**config.mk**
```make
export PLATFORM = sky130hd
export DESIGN_NAME = miss_msg_det_flat
export DESIGN_NICKNAME = d
export VERILOG_FILES = /design/src/rtl/miss_msg_det_pkg.sv /design/src/rtl/miss_msg_det_if.sv /design/src/rtl/miss_msg_det.sv /design/src/flat_wrapper.sv
export SDC_FILE = /design/constraint.sdc
export NUM_CORES = 1
export LEC_CHECK = 0
export CORE_AREA = 2 2 255 257
export DETAILED_ROUTE_END_ITERATION = 7
export DIE_AREA = 0 0 257 259
export HOLD_SLACK_MARGIN = 0.03
export MAX_ROUTING_LAYER = met4
export SYNTH_ARGS = -nofsm -noshare
export SYNTH_HDL_FRONTEND = slang
export SYNTH_SLANG_ARGS = --single-unit
```
**constraint.sdc**
```tcl
create_clock -name clk -period 10.16 [get_ports clk]
set_input_delay 1.524 -clock clk [delete_from_list [all_inputs] [get_ports clk]]
set_output_delay 1.524 -clock clk [all_outputs]
set_load 0.01 [all_outputs]
```
**src/rtl/miss_msg_det_pkg.sv**
```systemverilog
// Shared widths, the session-jump limit and packet classes for the MoldUDP64 gap detector.
package miss_msg_det_pkg;

    localparam int DEF_SEQ_NUM_W = 64;
    localparam int DEF_SID_W     = 80;
    localparam int DEF_ML_W      = 16;

    // Exclusive bound on a forward session jump (2**63).
    localparam logic [DEF_SID_W-1:0] DEF_SID_GAP_MAX = 80'h0000_8000_0000_0000_0000;

    typedef enum logic [1:0] {
        PKT_IDLE,
        PKT_MATCH,
        PKT_FWD,
        PKT_REJECT
    } pkt_class_e;

endpackage

```
**src/rtl/miss_msg_det_if.sv**
```systemverilog
// Header-in / miss-report-out bundle between header parser, gap detector and retransmit logic.
interface miss_msg_det_if #(
    parameter int SEQ_NUM_W = 64,
    parameter int SID_W     = 80,
    parameter int ML_W      = 16
);
    import miss_msg_det_pkg::*;

    logic                 v_i;
    logic [SID_W-1:0]     sid_i;
    logic [SEQ_NUM_W-1:0] seq_num_i;
    logic [ML_W-1:0]      msg_cnt_i;
    logic                 eos_i;

    logic                 miss_seq_num_v_o;
    logic [SID_W-1:0]     miss_seq_num_sid_o;
    logic [SEQ_NUM_W-1:0] miss_seq_num_start_o;
    logic [SEQ_NUM_W-1:0] miss_seq_num_cnt_o;

    logic                 miss_sid_v_o;
    logic [SID_W-1:0]     miss_sid_start_o;
    logic [SEQ_NUM_W-1:0] miss_sid_seq_num_start_o;
    logic [SID_W-1:0]     miss_sid_cnt_o;
    logic [SEQ_NUM_W-1:0] miss_sid_seq_num_end_o;

    modport master (
        output v_i, sid_i, seq_num_i, msg_cnt_i, eos_i,
        input  miss_seq_num_v_o, miss_seq_num_sid_o, miss_seq_num_start_o, miss_seq_num_cnt_o,
        input  miss_sid_v_o, miss_sid_start_o, miss_sid_seq_num_start_o, miss_sid_cnt_o,
        input  miss_sid_seq_num_end_o
    );

    modport slave (
        input  v_i, sid_i, seq_num_i, msg_cnt_i, eos_i,
        output miss_seq_num_v_o, miss_seq_num_sid_o, miss_seq_num_start_o, miss_seq_num_cnt_o,
        output miss_sid_v_o, miss_sid_start_o, miss_sid_seq_num_start_o, miss_sid_cnt_o,
        output miss_sid_seq_num_end_o
    );

endinterface

```
**src/rtl/miss_msg_det.sv**
```systemverilog
// Sequence/session gap detector: compares each header against the expected session and
// sequence number, reports gaps combinationally and advances the expectation on accept.
module miss_msg_det
    import miss_msg_det_pkg::*;
#(
    parameter int                   SEQ_NUM_W   = DEF_SEQ_NUM_W,
    parameter int                   SID_W       = DEF_SID_W,
    parameter int                   ML_W        = DEF_ML_W,
    parameter logic [SID_W-1:0]     SID_GAP_MAX = DEF_SID_GAP_MAX
) (
    input  logic         clk,
    input  logic         nreset,
    miss_msg_det_if.slave bus
);

    logic [SID_W-1:0]     r_sid_q;
    logic [SEQ_NUM_W-1:0] r_seq_q;

    pkt_class_e           w_class;
    logic                 w_accept;
    logic [SID_W-1:0]     w_sid_diff;
    logic [SID_W-1:0]     w_sid_nxt;
    logic [SEQ_NUM_W-1:0] w_seq_nxt;

    function automatic logic [SEQ_NUM_W-1:0] next_seq(input logic [SEQ_NUM_W-1:0] seq,
                                                      input logic [ML_W-1:0]      cnt);
        return seq + SEQ_NUM_W'(cnt) + SEQ_NUM_W'(1);
    endfunction

    assign w_sid_diff = bus.sid_i - r_sid_q;

    // Reset gates classification so every output reads 0 while nreset is high.
    always_comb begin
        w_class = PKT_IDLE;
        if (bus.v_i && !nreset) begin
            if (bus.sid_i == r_sid_q) begin
                w_class = (bus.seq_num_i >= r_seq_q) ? PKT_MATCH : PKT_REJECT;
            end else if ((bus.sid_i > r_sid_q) && (w_sid_diff < SID_GAP_MAX)) begin
                w_class = PKT_FWD;
            end else begin
                w_class = PKT_REJECT;
            end
        end
    end

    assign w_accept = (w_class == PKT_MATCH) || (w_class == PKT_FWD);

    always_comb begin
        bus.miss_seq_num_v_o         = 1'b0;
        bus.miss_seq_num_sid_o       = '0;
        bus.miss_seq_num_start_o     = '0;
        bus.miss_seq_num_cnt_o       = '0;
        bus.miss_sid_v_o             = 1'b0;
        bus.miss_sid_start_o         = '0;
        bus.miss_sid_seq_num_start_o = '0;
        bus.miss_sid_cnt_o           = '0;
        bus.miss_sid_seq_num_end_o   = '0;
        case (w_class)
            PKT_MATCH: begin
                if (bus.seq_num_i > r_seq_q) begin
                    bus.miss_seq_num_v_o     = 1'b1;
                    bus.miss_seq_num_sid_o   = r_sid_q;
                    bus.miss_seq_num_start_o = r_seq_q;
                    bus.miss_seq_num_cnt_o   = bus.seq_num_i - r_seq_q;
                end
            end
            PKT_FWD: begin
                bus.miss_sid_v_o             = 1'b1;
                bus.miss_sid_start_o         = r_sid_q;
                bus.miss_sid_seq_num_start_o = r_seq_q;
                bus.miss_sid_cnt_o           = w_sid_diff;
                bus.miss_sid_seq_num_end_o   = bus.seq_num_i;
            end
            default: ;
        endcase
    end

    // End-of-session still reports against the old state, then opens the next session at seq 0.
    always_comb begin
        w_sid_nxt = bus.sid_i;
        w_seq_nxt = next_seq(bus.seq_num_i, bus.msg_cnt_i);
        if (bus.eos_i) begin
            w_sid_nxt = bus.sid_i + SID_W'(1);
            w_seq_nxt = '0;
        end
    end

    always_ff @(posedge clk or posedge nreset) begin
        if (nreset) begin
            r_sid_q <= '0;
            r_seq_q <= '0;
        end else if (w_accept) begin
            r_sid_q <= w_sid_nxt;
            r_seq_q <= w_seq_nxt;
        end
    end

endmodule

```
**src/flat_wrapper.sv**
```systemverilog
// flat-port wrapper written by rule: the top's interface ports become plain ports
module miss_msg_det_flat import miss_msg_det_pkg::*;
#(
    parameter int                   SEQ_NUM_W   = DEF_SEQ_NUM_W,
    parameter int                   SID_W       = DEF_SID_W,
    parameter int                   ML_W        = DEF_ML_W,
    parameter logic [SID_W-1:0]     SID_GAP_MAX = DEF_SID_GAP_MAX
)
  (clk, nreset, bus_v_i, bus_sid_i, bus_seq_num_i, bus_msg_cnt_i, bus_eos_i, bus_miss_seq_num_v_o, bus_miss_seq_num_sid_o, bus_miss_seq_num_start_o, bus_miss_seq_num_cnt_o, bus_miss_sid_v_o, bus_miss_sid_start_o, bus_miss_sid_seq_num_start_o, bus_miss_sid_cnt_o, bus_miss_sid_seq_num_end_o);
  miss_msg_det_if #(.SEQ_NUM_W(SEQ_NUM_W), .SID_W(SID_W), .ML_W(ML_W)) bus_i ();
  input  logic clk;
  input  logic nreset;
  input wire logic [$bits(bus_i.v_i)-1:0] bus_v_i;
  input wire logic [$bits(bus_i.sid_i)-1:0] bus_sid_i;
  input wire logic [$bits(bus_i.seq_num_i)-1:0] bus_seq_num_i;
  input wire logic [$bits(bus_i.msg_cnt_i)-1:0] bus_msg_cnt_i;
  input wire logic [$bits(bus_i.eos_i)-1:0] bus_eos_i;
  output wire logic [$bits(bus_i.miss_seq_num_v_o)-1:0] bus_miss_seq_num_v_o;
  output wire logic [$bits(bus_i.miss_seq_num_sid_o)-1:0] bus_miss_seq_num_sid_o;
  output wire logic [$bits(bus_i.miss_seq_num_start_o)-1:0] bus_miss_seq_num_start_o;
  output wire logic [$bits(bus_i.miss_seq_num_cnt_o)-1:0] bus_miss_seq_num_cnt_o;
  output wire logic [$bits(bus_i.miss_sid_v_o)-1:0] bus_miss_sid_v_o;
  output wire logic [$bits(bus_i.miss_sid_start_o)-1:0] bus_miss_sid_start_o;
  output wire logic [$bits(bus_i.miss_sid_seq_num_start_o)-1:0] bus_miss_sid_seq_num_start_o;
  output wire logic [$bits(bus_i.miss_sid_cnt_o)-1:0] bus_miss_sid_cnt_o;
  output wire logic [$bits(bus_i.miss_sid_seq_num_end_o)-1:0] bus_miss_sid_seq_num_end_o;
  assign bus_i.v_i = bus_v_i;
  assign bus_i.sid_i = bus_sid_i;
  assign bus_i.seq_num_i = bus_seq_num_i;
  assign bus_i.msg_cnt_i = bus_msg_cnt_i;
  assign bus_i.eos_i = bus_eos_i;
  assign bus_miss_seq_num_v_o = bus_i.miss_seq_num_v_o;
  assign bus_miss_seq_num_sid_o = bus_i.miss_seq_num_sid_o;
  assign bus_miss_seq_num_start_o = bus_i.miss_seq_num_start_o;
  assign bus_miss_seq_num_cnt_o = bus_i.miss_seq_num_cnt_o;
  assign bus_miss_sid_v_o = bus_i.miss_sid_v_o;
  assign bus_miss_sid_start_o = bus_i.miss_sid_start_o;
  assign bus_miss_sid_seq_num_start_o = bus_i.miss_sid_seq_num_start_o;
  assign bus_miss_sid_cnt_o = bus_i.miss_sid_cnt_o;
  assign bus_miss_sid_seq_num_end_o = bus_i.miss_sid_seq_num_end_o;
  miss_msg_det #(.SEQ_NUM_W(SEQ_NUM_W), .SID_W(SID_W), .ML_W(ML_W), .SID_GAP_MAX(SID_GAP_MAX)) u_core (.clk(clk), .nreset(nreset), .bus(bus_i));
endmodule
```
==> flow_metrics.env, run 1 <==
export IMPL_wire_per_inst_um=20.9
export IMPL_worstPathCellList="clkdlybuf4s50_1 > inv_1 > ha_1 > inv_1 > fa_1 > a21o_1 > a31o_2 > a211oi_2 > o22ai_1 > nor2_1 > a21oi_1 > xor2_1 > or4_1 > or4_1 > nor4b_2 > nand4b_1 > o31ai_1 > ha_4 > inv_8 > nor2_1 > clkdlybuf4s50_1"
export IMPL_cts_sinks=144
export IMPL_std_cell_rows=93
export IMPL_root_buffer="clkbuf_16"
export IMPL_skew_ps=16.1
export IMPL_ir_drop_mv=0.130
export IMPL_finalPower_mw=3.64
export IMPL_io_pins=662
export IMPL_hold_path_endpoint="u_core.r_seq_q[3]"
export IMPL_post_cts_resize_count=0
export IMPL_power_switching_mw=1.74
export IMPL_grt_total_usage_pct=27.3
export IMPL_num_vias=22700
export IMPL_ys_seq_area_share_pct=18.3
export IMPL_synth_warnings=0
export IMPL_core_um2=63900
export IMPL_die_height_um=259
export IMPL_power_frac_comb_pct=61.8
export IMPL_intPower_mw=1.90
export IMPL_setup_tns_ps=0
export IMPL_drt_wl_total_um=90800
export IMPL_switching_share_pct=47.7
export IMPL_cts_path_max_buffers=2
export IMPL_finalSetupViolCount=0
export IMPL_worstPathArrival_ps=7960
export IMPL_drt_vias_per_instance=5.24
export IMPL_ant_nets=0
export IMPL_status="finished clean"
export IMPL_period_share_pct=93.3
export IMPL_place_congestion=0.973
export IMPL_grt_pass1_vias=21900
export IMPL_critPathTopFamily="simple AND/OR/NAND/NOR gates"
export IMPL_cts_buffers=17
export IMPL_power_frac_seq_pct=19.7
export IMPL_grt_pass1_wl_um=136000
export IMPL_tightestPinTransition_ps=973
export IMPL_nNetsFinal=3788
export IMPL_syn_area_um2=19700
export IMPL_first_iter_violations=1717
export IMPL_maxSlewViolCount=0
export IMPL_worstRegToRegCells=18
export IMPL_die_area_um2=66600
export IMPL_synth_edf_count=0
export IMPL_dr_pass1_iters=6
export IMPL_criticalPathCategory="input port to output port"
export IMPL_hold_viol_final=0
export IMPL_crit_path_end_kind="output port"
export IMPL_grt_max_degree=118
export IMPL_required_ps=8640
export IMPL_syn_to_final_growth_pct=40.6
export IMPL_path_max_fanout=103
export IMPL_slowest_delay_ps=660
export IMPL_antenna_found_initial=13
export IMPL_dp_hpwl_um=73300
export IMPL_hp_class="flip-flop to flip-flop"
export IMPL_fmax_mhz=105
export IMPL_initial_utilization_pct=30.8
export IMPL_synth_area_leader_cell="dfrtp_1"
export IMPL_r2r_end="u_core.r_seq_q[22]"
export IMPL_synth_cell_types=82
export IMPL_synthCells=2897
export IMPL_overflow=0
export IMPL_dp_cells=4293
export IMPL_clkTransAtPathRegs_ps=60
export IMPL_timing_max_cap_violations=0
export IMPL_max_slew_margin_pct=34.7
export IMPL_hold_start="u_core.r_seq_q[3]"
export IMPL_synth_seq_cells=144
export IMPL_die_w_um=257
export IMPL_worst_path_buf_inv=5
export IMPL_syn_num_nets=3228
export IMPL_reg2reg_from="u_core.r_sid_q[0]"
export IMPL_hold_buffers=0
export IMPL_synth_top_cell_area_share_pct=18.3
export IMPL_syn_avg_cell_area_um2=6.80
export IMPL_p_leak_nw=11.2
export IMPL_synth_flop_cell="dfrtp_1"
export IMPL_period_minus_slack_ps=9480
export IMPL_r2r_slack_ps=3430
export IMPL_fin_cells=4337
export IMPL_ctsHtreeMaxLevel=4
export IMPL_hold_depth=2
export IMPL_drive_above_1_share_pct=2.80
export IMPL_rsz0062_at_grt="false"
export IMPL_port_buffers=661
export IMPL_cts_tree="done"
export IMPL_slowest_stage="clkdlybuf4s50_1"
export IMPL_ys_top_cells_by_area="dfrtp_1 18%, ha_1 10%, nor2_1 10%"
export IMPL_insertion_delay_ps=500
export IMPL_async_flop_share_pct=100
export IMPL_power_share_clock_pct=18.5
export IMPL_cts_setup_buffers=0
export IMPL_start_kind="input port"
export IMPL_powerDensity_nw_per_um2=132
export IMPL_drc_errors=0
==> area by class of cell <==
cell class | count | area [µm²]
antenna | 12 | 30.0
clock buffer | 19 | 453
clock inverter | 13 | 125
fill | 6606 | 36200
inverter | 201 | 767
multi-input combinational | 2403 | 14800
sequential | 144 | 3600
tap | 855 | 1070
timing repair buffer | 690 | 6900
==> routing by layer <==
layer	share of wire (%)	routed length, µm	track usage [%]	vias up
met5	0	0	-	-
met4	2.4	2220	8.33	0
met3	6.0	5470	4.26	118
met2	49	44200	46.2	900
met1	43	38900	33.4	10700
li1	-	-	-	11100
==> sequential cells by signal (all words and copies together) (netlist names) <==
name / cells
u_core.r_seq_q: 64
u_core.r_sid_q: 80
==> placed cells by master (no fill, tap or decap), types with 28 or more instances in the layout <==
cell type	instances
a21o_1	103
and2_1	98
dfrtp_1	144
o21bai_1	28
o31ai_1	57
o21ai_0	182
nor3_1	61
and3_1	33
xnor2_1	131
nand3_1	63
xor2_1	131
inv_1	199
nand2_1	312
nor2_1	528
ha_1	163
clkdlybuf4s50_1	660
a21oi_1	163
nand4_1	68
==> worst max path at each step <==
stage / slack [ps] / cells past startpoint / startpoint / end
6_report: 680 / 21 / bus_sid_i[0] / bus_miss_sid_seq_num_end_o[42]
2_1_floorplan: 2470 / 22 / bus_sid_i[0] / bus_miss_sid_cnt_o[0]
5_1_grt: 380 / 22 / bus_sid_i[0] / bus_miss_sid_cnt_o[53]
3_5_place_dp: 710 / 22 / bus_sid_i[0] / bus_miss_sid_cnt_o[37]
3_3_place_gp: 800 / 21 / bus_sid_i[0] / bus_miss_sid_cnt_o[76]
4_1_cts: 690 / 22 / bus_sid_i[0] / bus_miss_sid_cnt_o[68]
==> through the flow <==
step	hold slack, ps	util [%]	cell area, µm²	worst slack (ps)
finish	477	43.4	27700	677
global route	501	43.4	27700	377
CTS	478	43.3	27700	693
detailed placement	460	42.4	27100	708
global placement	461	42.4	27100	799
floorplan	442	-	19700	2470
==> tightest hold or removal path, stage by stage (launching register included) <==
cell	delay, ps
dfrtp_1	340
nand2_1	50
o41ai_1	50
==> synthesized netlist by cell type (5+ instances only) <==
master    instances
o21ai_1           5
xnor2_1         131
and2_1           98
nor2_1          528
nand2b_1         22
a21boi_0          8
nor4_1           15
ha_1            164
inv_1           201
o21a_1           18
a211oi_1         16
nor3b_1          12
a21o_1          103
o211ai_1         11
xor2_1          131
and3_1           33
clkbuf_1        113
o21bai_1         28
nand4_1          68
a21oi_1         163
o31a_1            5
a31oi_1          19
nand2_1         312
dfrtp_1         144
o41ai_1           8
nor2b_1          20
a22o_1            8
o21ai_0         182
nand3_1          63
a221oi_1          7
and4_1           11
buf_2            29
a221o_1           5
or3_1            12
nor3_1           61
nand3b_1          5
o31ai_1          57
==> logic make-up after synthesis <==
group,after synthesis,synth area share [%]
muxes,3,0.152
DFF,144,18.3
and+or+nand+nor,1285,30.0
AOI/OAI and AO/OA,686,22.2
xor gates and xnor gates,262,11.6
buffers and inverters,350,6.95
adders and majority gates,167,10.7
==> power by group through the flow <==
stage               Combinational [mW]  Clock [mW]  Sequential [mW]
finish                            2.25       0.676            0.717
global route                      2.44       0.715            0.728
CTS                               2.24       0.694            0.716
detailed placement                2.22           0            0.726
global placement                  2.24           0            0.723
floorplan                         1.36           0            0.711
No activity file was read; power rests on OpenSTA's default activity.
==> run 2: changes to the inputs <==
--- a/config.mk
+++ b/config.mk
@@ -8,8 +8,10 @@
 export CORE_AREA = 2 2 255 257
 export DETAILED_ROUTE_END_ITERATION = 7
 export DIE_AREA = 0 0 257 259
+export DONT_BUFFER_PORTS = 1
 export HOLD_SLACK_MARGIN = 0.03
 export MAX_ROUTING_LAYER = met4
+export PLACE_DENSITY = 0.55
 export SYNTH_ARGS = -nofsm -noshare
 export SYNTH_HDL_FRONTEND = slang
 export SYNTH_SLANG_ARGS = --single-unit
==> flow_metrics.env, run 2 (synthesis gave the netlist of run 1 again) <==
export IMPL_largest_register="u_core.r_sid_q"
export IMPL_dp_cells=3616
export IMPL_tightestPinTransition_ps=992
export IMPL_dr_pass1_iters=6
export IMPL_cts_sinks=144
export IMPL_num_vias=20300
export IMPL_drt_vias_per_instance=5.57
export IMPL_syn_to_final_growth_pct=6.43
export IMPL_std_cell_rows=93
export IMPL_slowest_delay_ps=630
export IMPL_grt_pass1_vias=18800
export IMPL_overflow=0
export IMPL_worstPathCellList="inv_1 > ha_1 > inv_1 > fa_1 > a21o_1 > a221o_1 > a221oi_1 > o21ai_0 > buf_4 > a21oi_1 > a211oi_1 > a21o_1 > a21o_2 > xor2_1 > nor4b_2 > nand4b_1 > o31a_1 > ha_1 > nand2b_1 > or2_4 > inv_1 > and2_1"
export IMPL_top_regs="u_core.r_sid_q x80, u_core.r_seq_q x64"
export IMPL_largest_reg_flops=80
export IMPL_drive_above_1_share_pct=2.83
export IMPL_core_um2=63900
export IMPL_hp_class="flip-flop to flip-flop"
export IMPL_die_area_um2=66600
export IMPL_root_buffer="clkbuf_16"
export IMPL_initial_utilization_pct=30.8
export IMPL_period_minus_slack_ps=8790
export IMPL_skew_ps=10.9
export IMPL_hold_depth=2
export IMPL_required_ps=8640
export IMPL_grt_max_degree=138
export IMPL_dp_hpwl_um=67400
export IMPL_fillCellCount=7036
export IMPL_fin_cells=3650
export IMPL_crit_path_end_kind="output port"
export IMPL_maxSlewViolCount=0
export IMPL_insertion_delay_ps=490
export IMPL_nNetsFinal=3111
export IMPL_start_kind="input port"
export IMPL_drc_errors=0
export IMPL_path_max_fanout=49
export IMPL_slowest_stage="a221oi_1"
export IMPL_r2r_slack_ps=3080
export IMPL_placed_area_um2=20300
export IMPL_reg2reg_from="u_core.r_sid_q[0]"
export IMPL_hold_path_endpoint="u_core.r_seq_q[13]"
export IMPL_worstPathArrival_ps=7270
export IMPL_rsz0062_at_grt="false"
export IMPL_port_buffers=0
export IMPL_ctsHtreeMaxLevel=4
export IMPL_ant_nets=0
export IMPL_die_w_um=257
export IMPL_mostFrequentLayoutCells="528 x nor2_1, 312 x nand2_1, 199 x inv_1"
export IMPL_cts_buffers=17
export IMPL_io_pins=662
export IMPL_cts_path_max_buffers=2
export IMPL_cts_setup_buffers=0
export IMPL_max_slew_margin_pct=33.3
export IMPL_powerDensity_nw_per_um2=160
export IMPL_grt_total_usage_pct=24.7
export IMPL_hold_start="u_core.r_seq_q[13]"
export IMPL_ir_drop_mv=0.130
export IMPL_status="finished clean"
export IMPL_p_leak_nw=8.81
export IMPL_worstRegToRegCells=19
export IMPL_multi_input_area_um2=14800
export IMPL_timing_max_cap_violations=0
export IMPL_fin_area_um2=21000
export IMPL_finalPower_mw=3.35
export IMPL_die_height_um=259
export IMPL_layout_commonest_cell="nor2_1"
export IMPL_clkTransAtPathRegs_ps=70
export IMPL_hold_viol_final=0
export IMPL_hold_buffers=0
export IMPL_r2r_end="u_core.r_sid_q[24]"
export IMPL_cts_tree="done"
export IMPL_crit_top_cell="inv_1"
export IMPL_setup_tns_ps=0
export IMPL_place_congestion=0.982
export IMPL_post_cts_resize_count=0
export IMPL_antenna_found_initial=2
export IMPL_criticalPathCategory="input port to output port"
export IMPL_finalSetupViolCount=0
export IMPL_drt_wl_total_um=83400
export IMPL_wire_per_inst_um=22.8
export IMPL_seq_area_um2=3600
export IMPL_critPathLaunch="bus_sid_i[0]"
export IMPL_fmax_mhz=114
export IMPL_period_share_pct=86.5
export IMPL_first_iter_violations=1755
export IMPL_grt_pass1_wl_um=122000
## run 2: changes by cell type in the layout (fill, tap and decap cells not counted), moves of 2 or more
cell,delta
clkinv_4,+3
buf_4,-13
inv_6,-5
clkinv_2,-2
diode_2,-10
buf_12,-3
clkdlybuf4s50_1,-660
clkbuf_8,+2
bufinv_16,+2
## run 2: final cells by class
class / count / area share [%]
Timing Repair Buffer: 13 / 0.644
Sequential cell: 144 / 17.2
Clock inverter: 10 / 0.716
Antenna cell: 2 / 0.0239
Multi-Input combinational cell: 2403 / 70.4
Inverter: 201 / 3.66
Clock buffer: 22 / 2.31
Tap cell: 855 / 5.10
## run 2: power breakdown
group | internal [mW] | leakage [nW] | total, mW | switching [mW]
Combinational | 0.634 | 6.69 | 1.89 | 1.26
Clock | 0.416 | 0.308 | 0.736 | 0.320
Sequential | 0.665 | 1.82 | 0.718 | 0.0532
## run 2: per-stage QoR
stage | hold WS [ps] | setup slack, ps | util [%]
2_1_floorplan | 442 | 2470 | -
3_3_place_gp | 461 | 1450 | 31.8
3_5_place_dp | 469 | 1450 | 31.8
4_1_cts | 485 | 1440 | 32.8
5_1_grt | 501 | 1040 | 32.8
6_report | 481 | 1370 | 32.8
## run 2: critical path: cells and delay by family
family / cells / cell delay, ps
XOR/XNOR: 1 / 190
AND/OR/NAND/NOR: 5 / 1350
adder cells (fa/ha/maj): 3 / 830
AO/OA/AOI/OAI: 9 / 2630
buffers and inverters: 4 / 710
## run 2: worst max-delay path by stage
stage	endpoint	slack (ps)	cells past startpoint
6_report	bus_miss_seq_num_cnt_o[1]	1370	22
5_1_grt	bus_miss_seq_num_cnt_o[1]	1040	22
4_1_cts	bus_miss_seq_num_cnt_o[1]	1440	22
3_5_place_dp	bus_miss_sid_seq_num_start_o[20]	1450	21
3_3_place_gp	bus_miss_seq_num_cnt_o[1]	1450	22
2_1_floorplan	bus_miss_sid_cnt_o[0]	2470	22
## run 2: layer usage
metal / share of wire (%) / global-route usage (%) / vias up
li1: - / - / 9676
met1: 41 / 28.7 / 9721
met2: 50 / 42.8 / 828
met3: 6.1 / 4.19 / 97
met4: 3.2 / 8.64 / 0
met5: 0 / - / -
==> variant, RTL diff (flow settings as in run 1) <==
Set the package constant `DEF_ML_W` to 24 (it was 16).
--- a/src/rtl/miss_msg_det_pkg.sv
+++ b/src/rtl/miss_msg_det_pkg.sv
@@ -3,7 +3,7 @@
 
     localparam int DEF_SEQ_NUM_W = 64;
     localparam int DEF_SID_W     = 80;
-    localparam int DEF_ML_W      = 16;
+    localparam int DEF_ML_W      = 24;
 
     // Exclusive bound on a forward session jump (2**63).
     localparam logic [DEF_SID_W-1:0] DEF_SID_GAP_MAX = 80'h0000_8000_0000_0000_0000;
Interface: changed (resized bus_msg_cnt_i); port bits go from 662 to 670. No check against the original RTL was run, so the function may have changed too.
==> variant against run 1 <==
Power grew 2.8%; area after synthesis rose by 1.6%; cell area is 1.1% higher; critical path type unchanged; non-clock buffer count shrank 3; setup slack improved by 58 ps; routed wire length up 2.6%; largest cell class unchanged; die area did not move; sequential cell count unchanged; first-iteration DRC count is 18% higher.
==> variant: results (changes against run 1) <==
Parameter                              Value

Outcome
  Run status    completed

Min path
  Worst hold path class    flip-flop to flip-flop

STA
  Remaining max-slew budget at the tightest pin    0.289 (-0.0571)
  Worst Skew    12.8 ps (-3.22 ps)

Route
  Number of vias per cell    5.31 (+1.2%)
  Wire length per cell    21.0 µm (+0.56%)
  Router iterations before antenna repair    6 (unchanged)
  Initial DRC Count    2,029 (+18%)

Power and ir drop
  Sw Pwr    1810 µW (+4.2%)
  Cell leakage power    0.0114 µW (+1.1%)
  Worst voltage drop across the vdd grid    0.121 mV (-7.0%)
  Switching share of power    0.484 (+0.00647)
  Power attributed to sequential cells    roughly 720 µW
  Logic pwr share    0.626 (+0.008)

Clock network
  Clk pin slew, worst setup/hold paths    70 ps
  Post-cts repair resize count    0 (unchanged)
  Clock root buffer    sky130_fd_sc_hd__clkbuf_16
  Number of buffers on the longest clock path    2 (unchanged)
  Number of H-tree levels    4 (unchanged)
  Clock Latency Late Sink    500 ps (about the same)
  Inserted Clock Buffers    17 (unchanged)
  Buffers inserted during post-CTS setup optimization    0 (unchanged)

Global route
  Number of antenna violations at the first check in global routing    15 (+2)
  Wire length of the first global-routing pass    141 mm (+3.3%)
  Global-route total usage across every layer    0.282 (+0.00847)
  Pin count of the biggest net entering global routing    171 (+45%)
  Number of global-route vias before repair    22,800 (+4.1%)

Synth
  Top area cells in the synthesized netlist    sky130_fd_sc_hd__dfrtp_1 (18%), sky130_fd_sc_hd__ha_1 (11%), sky130_fd_sc_hd__nor2_1 (9.8%)
  Post-Synth Adder-Cell Area    0.111 (+0.00336)
  Number of distinct library cells after synthesis    73 (-11%)
  Synth cell count leaders    sky130_fd_sc_hd__nor2_1 (522), sky130_fd_sc_hd__nand2_1 (318), sky130_fd_sc_hd__o21ai_0 (242)
  Yosys warning count    0 (unchanged)
  Most common cell in the synthesized netlist    sky130_fd_sc_hd__nor2_1
  Synthesized-area fraction occupied by xor and xnor cells    0.112 (-0.00441)
  Seq/Total Area, Yosys    0.180 (-0.00280)
  Fraction of the mapped netlist area in compound gates    0.230 (+0.00823)
  Share of synthesized registers carrying an async set or reset    1.00 (unchanged)
  Mapped Nets    3,344 (+3.6%)
  Dominant synthesized flop cell    sky130_fd_sc_hd__dfrtp_1
  Mux share of post-synthesis cell area    0.00213 (+0.000602)

Placed design
  Count of port buffers added during placement    669 (+1.2%)
  Detailed placement HPWL    75.5 mm (+3.0%)
  Gpl congestion    0.995 (+2.2%)
  Cell area after placement    27,400 µm² (+1.0%)

Critical path
  Worst-path fanout max    134 (+30%)
  Highest cell delay on the worst timing path    610 ps (-50 ps)
  Arrival time at the worst endpoint    7900 ps (-60 ps)
  Slowest cell on the critical path    sky130_fd_sc_hd__clkdlybuf4s50_1

Layout
  Registers with the most flip-flops    u_core.r_sid_q: 80 flops, u_core.r_seq_q: 64 flops
  Net count reported at finish    3,892 (+2.7%)
  Proportion of layout cells with a drive suffix above 1    0.0216 (-0.00631)
  Fill cell instance count of the final layout    6,681 (+1.1%)
## variant: cell types whose count changed in the layout (fill, tap and decap cells not counted), moves of 19 or more
cell	change
sky130_fd_sc_hd__o21ai_0	+60
sky130_fd_sc_hd__nand3_1	+19
sky130_fd_sc_hd__o31ai_1	-39
sky130_fd_sc_hd__a21oi_1	+46
## variant: cell type report
type                    instances  area share
diodes                         13     0.00116
clock buffers                  21      0.0164
clock inverters                11     0.00469
inverters                     207      0.0282
multi-input cells            2488       0.537
flip-flops and latches        144       0.129
well taps                     855      0.0382
repair buffers                687       0.245
## variant: critical path, delay by kind of cell
| family | cells | cell delay [ps] |
|---|---|---|
| compound gates | 9 | 2830 |
| simple gates | 4 | 910 |
| buf+inv | 5 | 1900 |
| fa+ha+maj | 2 | 630 |
## variant: final timing paths
path / start / endpoint / slack, ps / cells past startpoint
min in group asynchronous: nreset / u_core.r_sid_q[39] / 1400 / 2
worst max register to register: u_core.r_sid_q[0] / u_core.r_seq_q[42] / 3570 / 18
worst min-delay path: u_core.r_sid_q[14] / u_core.r_sid_q[14] / 480 / 2
max in group asynchronous: nreset / u_core.r_seq_q[28] / 7550 / 3
worst max-delay path: bus_sid_i[2] / bus_miss_sid_cnt_o[65] / 730 / 20
worst min register to register: u_core.r_sid_q[14] / u_core.r_sid_q[14] / 480 / 2
## variant: through the flow
stage                     setup WS (ps)  hold slack, ps  cells   util
after floorplan                    2300             450   2997      -
after global placement              721             464   4381  0.429
after detailed placement            735             472   4381  0.429
after CTS                           695             489   4413  0.438
after global routing                344             505   4421  0.438
final                               735             485   4426  0.438
## variant: metal layers
layer,GRT usage,vias up,wire length (µm)
li1,-,11400,-
met1,0.349,11100,41000
met2,0.482,851,45200
met3,0.0443,114,4990
met4,0.0625,0,2000
met5,-,-,0
